`src/rtl/modadd_pkg.sv`:
```
// Shared defaults and the S1 stage layout for the modular-add arbiter.
// Round-robin arbitration is selected by defining MODADD_ARB_RR_EN.
package modadd_pkg;

  localparam int DEF_DATA_WIDTH = 8;
  localparam int DEF_NUM_REQ    = 4;
  localparam int DEF_ID_W       = $clog2(DEF_NUM_REQ);

  // S1 stage contents at the default sizing; the top re-declares the same
  // layout sized by its own parameters.
  typedef struct packed {
    logic                      valid;
    logic [DEF_ID_W-1:0]       id;
    logic [DEF_DATA_WIDTH-1:0] a;
    logic [DEF_DATA_WIDTH-1:0] b;
  } s1_stage_t;

endpackage : modadd_pkg

```
`src/rtl/modadd_core.sv`:
```
// Combinational (a + b) mod m with an out-of-range operand flag.
// Only a single conditional subtract is applied, so in-range operands are exact.
module modadd_core
  import modadd_pkg::*;
#(
  parameter int DATA_WIDTH = DEF_DATA_WIDTH
) (
  input  logic [DATA_WIDTH-1:0] i_a,
  input  logic [DATA_WIDTH-1:0] i_b,
  input  logic [DATA_WIDTH-1:0] i_m,
  output logic [DATA_WIDTH-1:0] o_data,
  output logic                  o_err
);

  logic [DATA_WIDTH:0] w_sum;
  logic                w_wrap;

  assign w_sum  = {1'b0, i_a} + {1'b0, i_b};
  assign w_wrap = (w_sum >= {1'b0, i_m});

  // Low bits of (sum - m) equal the truncated DATA_WIDTH-bit difference.
  assign o_data = w_wrap ? (w_sum[DATA_WIDTH-1:0] - i_m) : w_sum[DATA_WIDTH-1:0];
  assign o_err  = (i_a >= i_m) || (i_b >= i_m);

endmodule : modadd_core

```
`src/rtl/modadd_arbiter.sv`:
```
// NUM_REQ requesters share one two-stage modular-add pipeline.
// MODADD_ARB_RR_EN defined: round-robin grant; undefined: fixed priority (lowest index).
module modadd_arbiter
  import modadd_pkg::*;
#(
  parameter int DATA_WIDTH = DEF_DATA_WIDTH,
  parameter int NUM_REQ    = DEF_NUM_REQ,
  parameter int ID_W       = $clog2(NUM_REQ)
) (
  input  logic                          clk,
  input  logic                          rst_n,
  input  logic [NUM_REQ-1:0]            req_valid,
  input  logic [NUM_REQ*DATA_WIDTH-1:0] req_a,
  input  logic [NUM_REQ*DATA_WIDTH-1:0] req_b,
  output logic [NUM_REQ-1:0]            req_ready,
  input  logic                          cfg_m_we,
  input  logic [DATA_WIDTH-1:0]         cfg_m,
  output logic                          cfg_ready,
  output logic                          rsp_valid,
  input  logic                          rsp_ready,
  output logic [ID_W-1:0]               rsp_id,
  output logic [DATA_WIDTH-1:0]         rsp_data,
  output logic                          rsp_err
);

  typedef struct packed {
    logic                  valid;
    logic [ID_W-1:0]       id;
    logic [DATA_WIDTH-1:0] a;
    logic [DATA_WIDTH-1:0] b;
  } s1_t;

  s1_t                   r_s1;
  logic [DATA_WIDTH-1:0] r_m;
  logic                  r_rsp_valid;
  logic [ID_W-1:0]       r_rsp_id;
  logic [DATA_WIDTH-1:0] r_rsp_data;
  logic                  r_rsp_err;

  logic                  w_s2_adv;
  logic                  w_cfg_fire;
  logic                  w_can_grant;
  logic                  w_gnt_any;
  logic                  w_grant;
  logic [ID_W-1:0]       w_gnt_idx;
  logic [DATA_WIDTH-1:0] w_sel_a;
  logic [DATA_WIDTH-1:0] w_sel_b;
  logic [DATA_WIDTH-1:0] w_core_data;
  logic                  w_core_err;

`ifdef MODADD_ARB_RR_EN
  logic [ID_W-1:0]       r_ptr;
`endif

  // S2 frees up when empty or draining; S1 follows S2 directly.
  assign w_s2_adv    = !r_rsp_valid || rsp_ready;
  assign cfg_ready   = !r_s1.valid && !r_rsp_valid;
  assign w_cfg_fire  = cfg_m_we && cfg_ready;
  assign w_can_grant = (r_m != '0) && !w_cfg_fire && (!r_s1.valid || w_s2_adv);
  assign w_grant     = w_gnt_any && w_can_grant;

  // NOTE: every always_comb output gets a default before any branch so no path
  // leaves it unassigned, which would otherwise infer a latch.
  always_comb begin
    w_gnt_any = 1'b0;
    w_gnt_idx = '0;
    w_sel_a   = '0;
    w_sel_b   = '0;
`ifdef MODADD_ARB_RR_EN
    // First pass covers pointer..NUM_REQ-1, second pass wraps to 0..pointer-1.
    for (int i = 0; i < NUM_REQ; i++) begin
      if (!w_gnt_any && req_valid[i] && (ID_W'(i) >= r_ptr)) begin
        w_gnt_any = 1'b1;
        w_gnt_idx = ID_W'(i);
        w_sel_a   = req_a[i*DATA_WIDTH +: DATA_WIDTH];
        w_sel_b   = req_b[i*DATA_WIDTH +: DATA_WIDTH];
      end
    end
    for (int i = 0; i < NUM_REQ; i++) begin
      if (!w_gnt_any && req_valid[i]) begin
        w_gnt_any = 1'b1;
        w_gnt_idx = ID_W'(i);
        w_sel_a   = req_a[i*DATA_WIDTH +: DATA_WIDTH];
        w_sel_b   = req_b[i*DATA_WIDTH +: DATA_WIDTH];
      end
    end
`else
    for (int i = 0; i < NUM_REQ; i++) begin
      if (!w_gnt_any && req_valid[i]) begin
        w_gnt_any = 1'b1;
        w_gnt_idx = ID_W'(i);
        w_sel_a   = req_a[i*DATA_WIDTH +: DATA_WIDTH];
        w_sel_b   = req_b[i*DATA_WIDTH +: DATA_WIDTH];
      end
    end
`endif
  end

  always_comb begin
    req_ready = '0;
    for (int i = 0; i < NUM_REQ; i++) begin
      req_ready[i] = w_grant && (w_gnt_idx == ID_W'(i));
    end
  end

  modadd_core #(
    .DATA_WIDTH(DATA_WIDTH)
  ) u_core (
    .i_a   (r_s1.a),
    .i_b   (r_s1.b),
    .i_m   (r_m),
    .o_data(w_core_data),
    .o_err (w_core_err)
  );

  // NOTE: state registers use non-blocking assignments so every flop samples
  // pre-edge values regardless of statement order.
  always_ff @(posedge clk or negedge rst_n) begin
    if (!rst_n) begin
      r_s1        <= '0;
      r_m         <= '0;
      r_rsp_valid <= 1'b0;
      r_rsp_id    <= '0;
      r_rsp_data  <= '0;
      r_rsp_err   <= 1'b0;
    end else begin
      if (w_cfg_fire) begin
        r_m <= cfg_m;
      end
      if (w_s2_adv) begin
        r_rsp_valid <= r_s1.valid;
        if (r_s1.valid) begin
          r_rsp_id   <= r_s1.id;
          r_rsp_data <= w_core_data;
          r_rsp_err  <= w_core_err;
        end
      end
      if (w_grant) begin
        r_s1 <= '{valid: 1'b1, id: w_gnt_idx, a: w_sel_a, b: w_sel_b};
      end else if (w_s2_adv) begin
        r_s1.valid <= 1'b0;
      end
    end
  end

`ifdef MODADD_ARB_RR_EN
  always_ff @(posedge clk or negedge rst_n) begin
    if (!rst_n) begin
      r_ptr <= '0;
    end else if (w_grant) begin
      r_ptr <= (w_gnt_idx == ID_W'(NUM_REQ - 1)) ? '0 : w_gnt_idx + 1'b1;
    end
  end
`endif

  assign rsp_valid = r_rsp_valid;
  assign rsp_id    = r_rsp_id;
  assign rsp_data  = r_rsp_data;
  assign rsp_err   = r_rsp_err;

  a_ready_onehot : assert property (@(posedge clk) disable iff (!rst_n)
    $onehot0(req_ready));

  a_no_grant_without_m : assert property (@(posedge clk) disable iff (!rst_n)
    (r_m == '0) |-> (req_ready == '0));

  a_rsp_hold : assert property (@(posedge clk) disable iff (!rst_n)
    (rsp_valid && !rsp_ready) |=> (rsp_valid && $stable(rsp_id) &&
                                   $stable(rsp_data) && $stable(rsp_err)));

endmodule : modadd_arbiter

```
`config.mk`:
```
export PLATFORM = sky130hd
export DESIGN_NAME = modadd_arbiter
export DESIGN_NICKNAME = d
export VERILOG_FILES = /design/src/rtl/modadd_pkg.sv /design/src/rtl/modadd_core.sv /design/src/rtl/modadd_arbiter.sv
export SDC_FILE = /design/constraint.sdc
export NUM_CORES = 1
export LEC_CHECK = 0
export ABC_AREA = 1
export CAP_MARGIN = 10
export CORE_UTILIZATION = 40
export CTS_CLUSTER_SIZE = 20
export DETAILED_ROUTE_END_ITERATION = 10
export GPL_ROUTABILITY_DRIVEN = 0
export PLACE_DENSITY_LB_ADDON = 0.2
export SLEW_MARGIN = 10
export SYNTH_ARGS = -nofsm -noshare
export SYNTH_HDL_FRONTEND = slang
export SYNTH_HIERARCHICAL = 1
export SYNTH_SLANG_ARGS = --single-unit
```
`constraint.sdc`:
```
create_clock -name clk -period 2.6 [get_ports clk]
set_clock_uncertainty 0.15 [all_clocks]
set_input_delay 0.26 -clock clk [delete_from_list [all_inputs] [get_ports clk]]
set_output_delay 0.26 -clock clk [all_outputs]
set_load 0.005 [all_outputs]
```
==> flow_summary.yaml <==
run_status:
  outcome: "finished, violations left"
  failed_checks: "negative setup slack"
sta:
  hold_ws_ns: 0.331
  max_freq_mhz: 349
  fin_ws_ns: -0.265
  period_needed_ns: 2.87
  drv_slew: 0
  maxSlewHeadroom_pct: 40.3
  tns_ns: -2.02
  worst_pin_slew_ns: 0.896
  hold_viol: 0
  setup_violations: 8
  fin_crit_sh_pct: 110
  rsz0062_at_grt: "yes"
routing:
  dr.pass1.iters: 4
  drt-wirelength-per-cell_um: 13.4
  wirelength_met1_mm: 4.55
  drcViolationCount: 0
  routed.top_layer: "met4"
  ant_nets: 0
  vias: 3747
  via_per_inst: 4.95
  wl_met2_mm: 5.08
  drt-total-wl_mm: 10.2
  dr_wl_met3_um: 314
  initialDrtViolationCount: 156
finish:
  syn2layout_area_growth_pct: 46.6
  final_common_cell: "nand2_1"
  drive_gt1_share_pct: 19.7
  layout.cells.most_common_list: "nand2_1, clkdlybuf4s50_1, inv_1"
  multiInputGateArea_mm2: 0.00249
  num-fill-cells: 778
  nets: 762
  num_antenna_cells: 0
  final_util_pct: 60.3
  regArea_um2: 977
die:
  die_w_um: 96.7
  die_area_mm2: 0.00936
  std_cell_rows: 34
  core_mm2: 0.00872
  dieHeight_um: 96.7
  io_pins: 97
  start_util_pct: 41.2
worst_setup_path:
  path_cells: "ha_4 -> fa_2 -> nand2_2 -> nand2_2 -> xor2_2 -> ha_4 -> nand2_4 -> nand2_4 -> a21oi_4 -> nand2_4 -> nand2_4 -> nand3_4 -> nand2_1 -> nand2_1 -> mux2_2"
  max_stage_delay_ns: 0.45
  worst_setup_path_end_kind: "flip-flop"
  slowest_stage: "fa_2"
  startpoint_type: "flip-flop"
  path_class: "reg -> reg"
  crit_top_cell: "nand2_4"
  reg2reg_setup_slack_ns: -0.27
  required_ns: 2.64
  critPathMaxFanout: 7
  worstPathArrival_ns: 2.90
global_route:
  grt-ovfl-total: 0
  grt_max_degree: 40
  antenna_found_initial: 0
  grt_pass1_wl_mm: 16.8
  grt_pass1_vias: 3770
  grt_util_all_layers_pct: 21.5
clock_network:
  root_buffer: "clkbuf_8"
  cts.sinks: 39
  clkLatencyLatePin_ns: 0.30
  clk_pin_slew_ns: 0.09
  cts_buffers: 5
  cts_tree: "built"
  cts_htree_levels: 2
  clk_path_buf_depth: 2
synth:
  syn_inst: 512
  ys_warn_count: 6
  avgSynthCellArea_um2: 7.01
  syn_area_mm2: 0.00359
  synth_fp_nets: 626
  ys_seq_area_share_pct: 27.2
  synth_compound_area_share_pct: 4.53
  synth_top_family_by_area: "simple AND/OR/NAND/NOR gates"
  synthSimpleGateAreaFrac_pct: 40.9
  synth_xor_area_share_pct: 1.67
  yosys.area_share.adder_pct: 12.3
  synthMuxAreaShare_pct: 3.45
  yosys.cell_types.count: 33
  ys_seq_elements: 39
place:
  port_buffers: 96
  dpl.hpwl_mm: 7.77
  dpl_worst_slack_ns: -0.213
power_and_ir_drop:
  p_per_area_mw_per_mm2: 1270
  p_leak_nw: 2.70
  peakVddDrop_v: 0.000758
  p_total_mw: 6.68
run:
  drv_cap: 0
hold_path:
  hold_path_class: "reg -> reg"
==> cells by family after synthesis <==
group,after synthesis
AO/OA/AOI/OAI,29
XOR/XNOR,6
adder cells (fa/ha/maj),34
buffers and inverters,80
flip-flops,39
multiplexers,11
AND/OR/NAND/NOR,313
==> metrics by stage <==
step | cell area, µm² | instances
final | 5260 | 757
after detailed placement | 4910 | 741
after global routing | 5260 | 757
after floorplan | 3620 | 512
after CTS | 5090 | 753
after global placement | 4910 | 741
==> path summary, 6_finish.rpt <==
| path | startpoint | to | cells after the start |
|---|---|---|---|
| worst max-delay path | r_s1[0] | rsp_data[6] | 15 |
| worst min register to register | r_s1[16] | r_s1[16] | 2 |
| worst max register to register | r_s1[0] | rsp_data[6] | 15 |
| worst min-delay path | r_s1[16] | r_s1[16] | 2 |
| min in group asynchronous | rst_n | rsp_data[6] | 2 |
| max in group asynchronous | rst_n | r_s1[9] | 2 |
==> routing by layer <==
| metal | vias up | GRT usage [%] |
|---|---|---|
| met5 | - | 0 |
| met4 | 0 | 7.35 |
| met3 | 19 | 3.18 |
| met2 | 84 | 37.5 |
| met1 | 1710 | 27.1 |
| li1 | 1934 | - |
==> synthesized netlist by cell type, drive strengths merged <==
cell type / instances / area, µm²
xnor2: 2 / 17.5
nand3b: 17 / 128
dfrtp: 39 / 976
inv: 62 / 235
o21ai: 3 / 15.0
buf: 15 / 114
xor2: 4 / 42.6
fa: 2 / 40.0
o21a: 2 / 15.0
clkbuf: 3 / 11.3
mux2: 11 / 124
nand3: 61 / 345
o21bai: 1 / 7.51
a21o: 1 / 7.51
nor3: 2 / 10.0
a21oi: 22 / 118
nor2: 33 / 150
nand4: 19 / 119
nand2: 181 / 714
ha: 32 / 400
==> area by class of cell <==
type | count | area share [%]
Tap cell | 108 | 2.57
Clock buffer | 5 | 1.31
Sequential cell | 39 | 18.6
Clock inverter | 3 | 0.452
Inverter | 62 | 4.52
Multi-Input combinational cell | 394 | 47.2
Timing Repair Buffer | 146 | 25.3
==> worst max-delay path, delay by kind of cell (launching register included) <==
family	cells	cell delay (ns)
xor+xnor	1	0.19
fa+ha+maj	3	0.89
compound gates	1	0.14
flops	1	0.43
mux	1	0.25
simple gates	9	0.71
==> sequential cells by signal, indices dropped and copies added (netlist names) <==
| signal | count |
|---|---|
| rsp_err | 1 |
| rsp_data | 8 |
| rsp_valid | 1 |
| r_m | 8 |
| rsp_id | 2 |
| r_s1 | 19 |
==> repair_timing <==
item	in CTS	in global routing
pin swaps	7	7
gates cloned	1	0
hold buffers	1	0
buffers inserted	2	4
setup endpoints to repair	8	8
gates resized for setup	9	28
hold endpoints to repair	39	0
==> power by group <==
group          internal [mW]  switching, mW  total [mW]
Clock                  0.192          0.244       0.436
Sequential             0.868          0.202        1.07
Combinational           2.52           2.65        5.17
Total                   3.58           3.09        6.68
No activity file was read; power rests on OpenSTA's default activity.
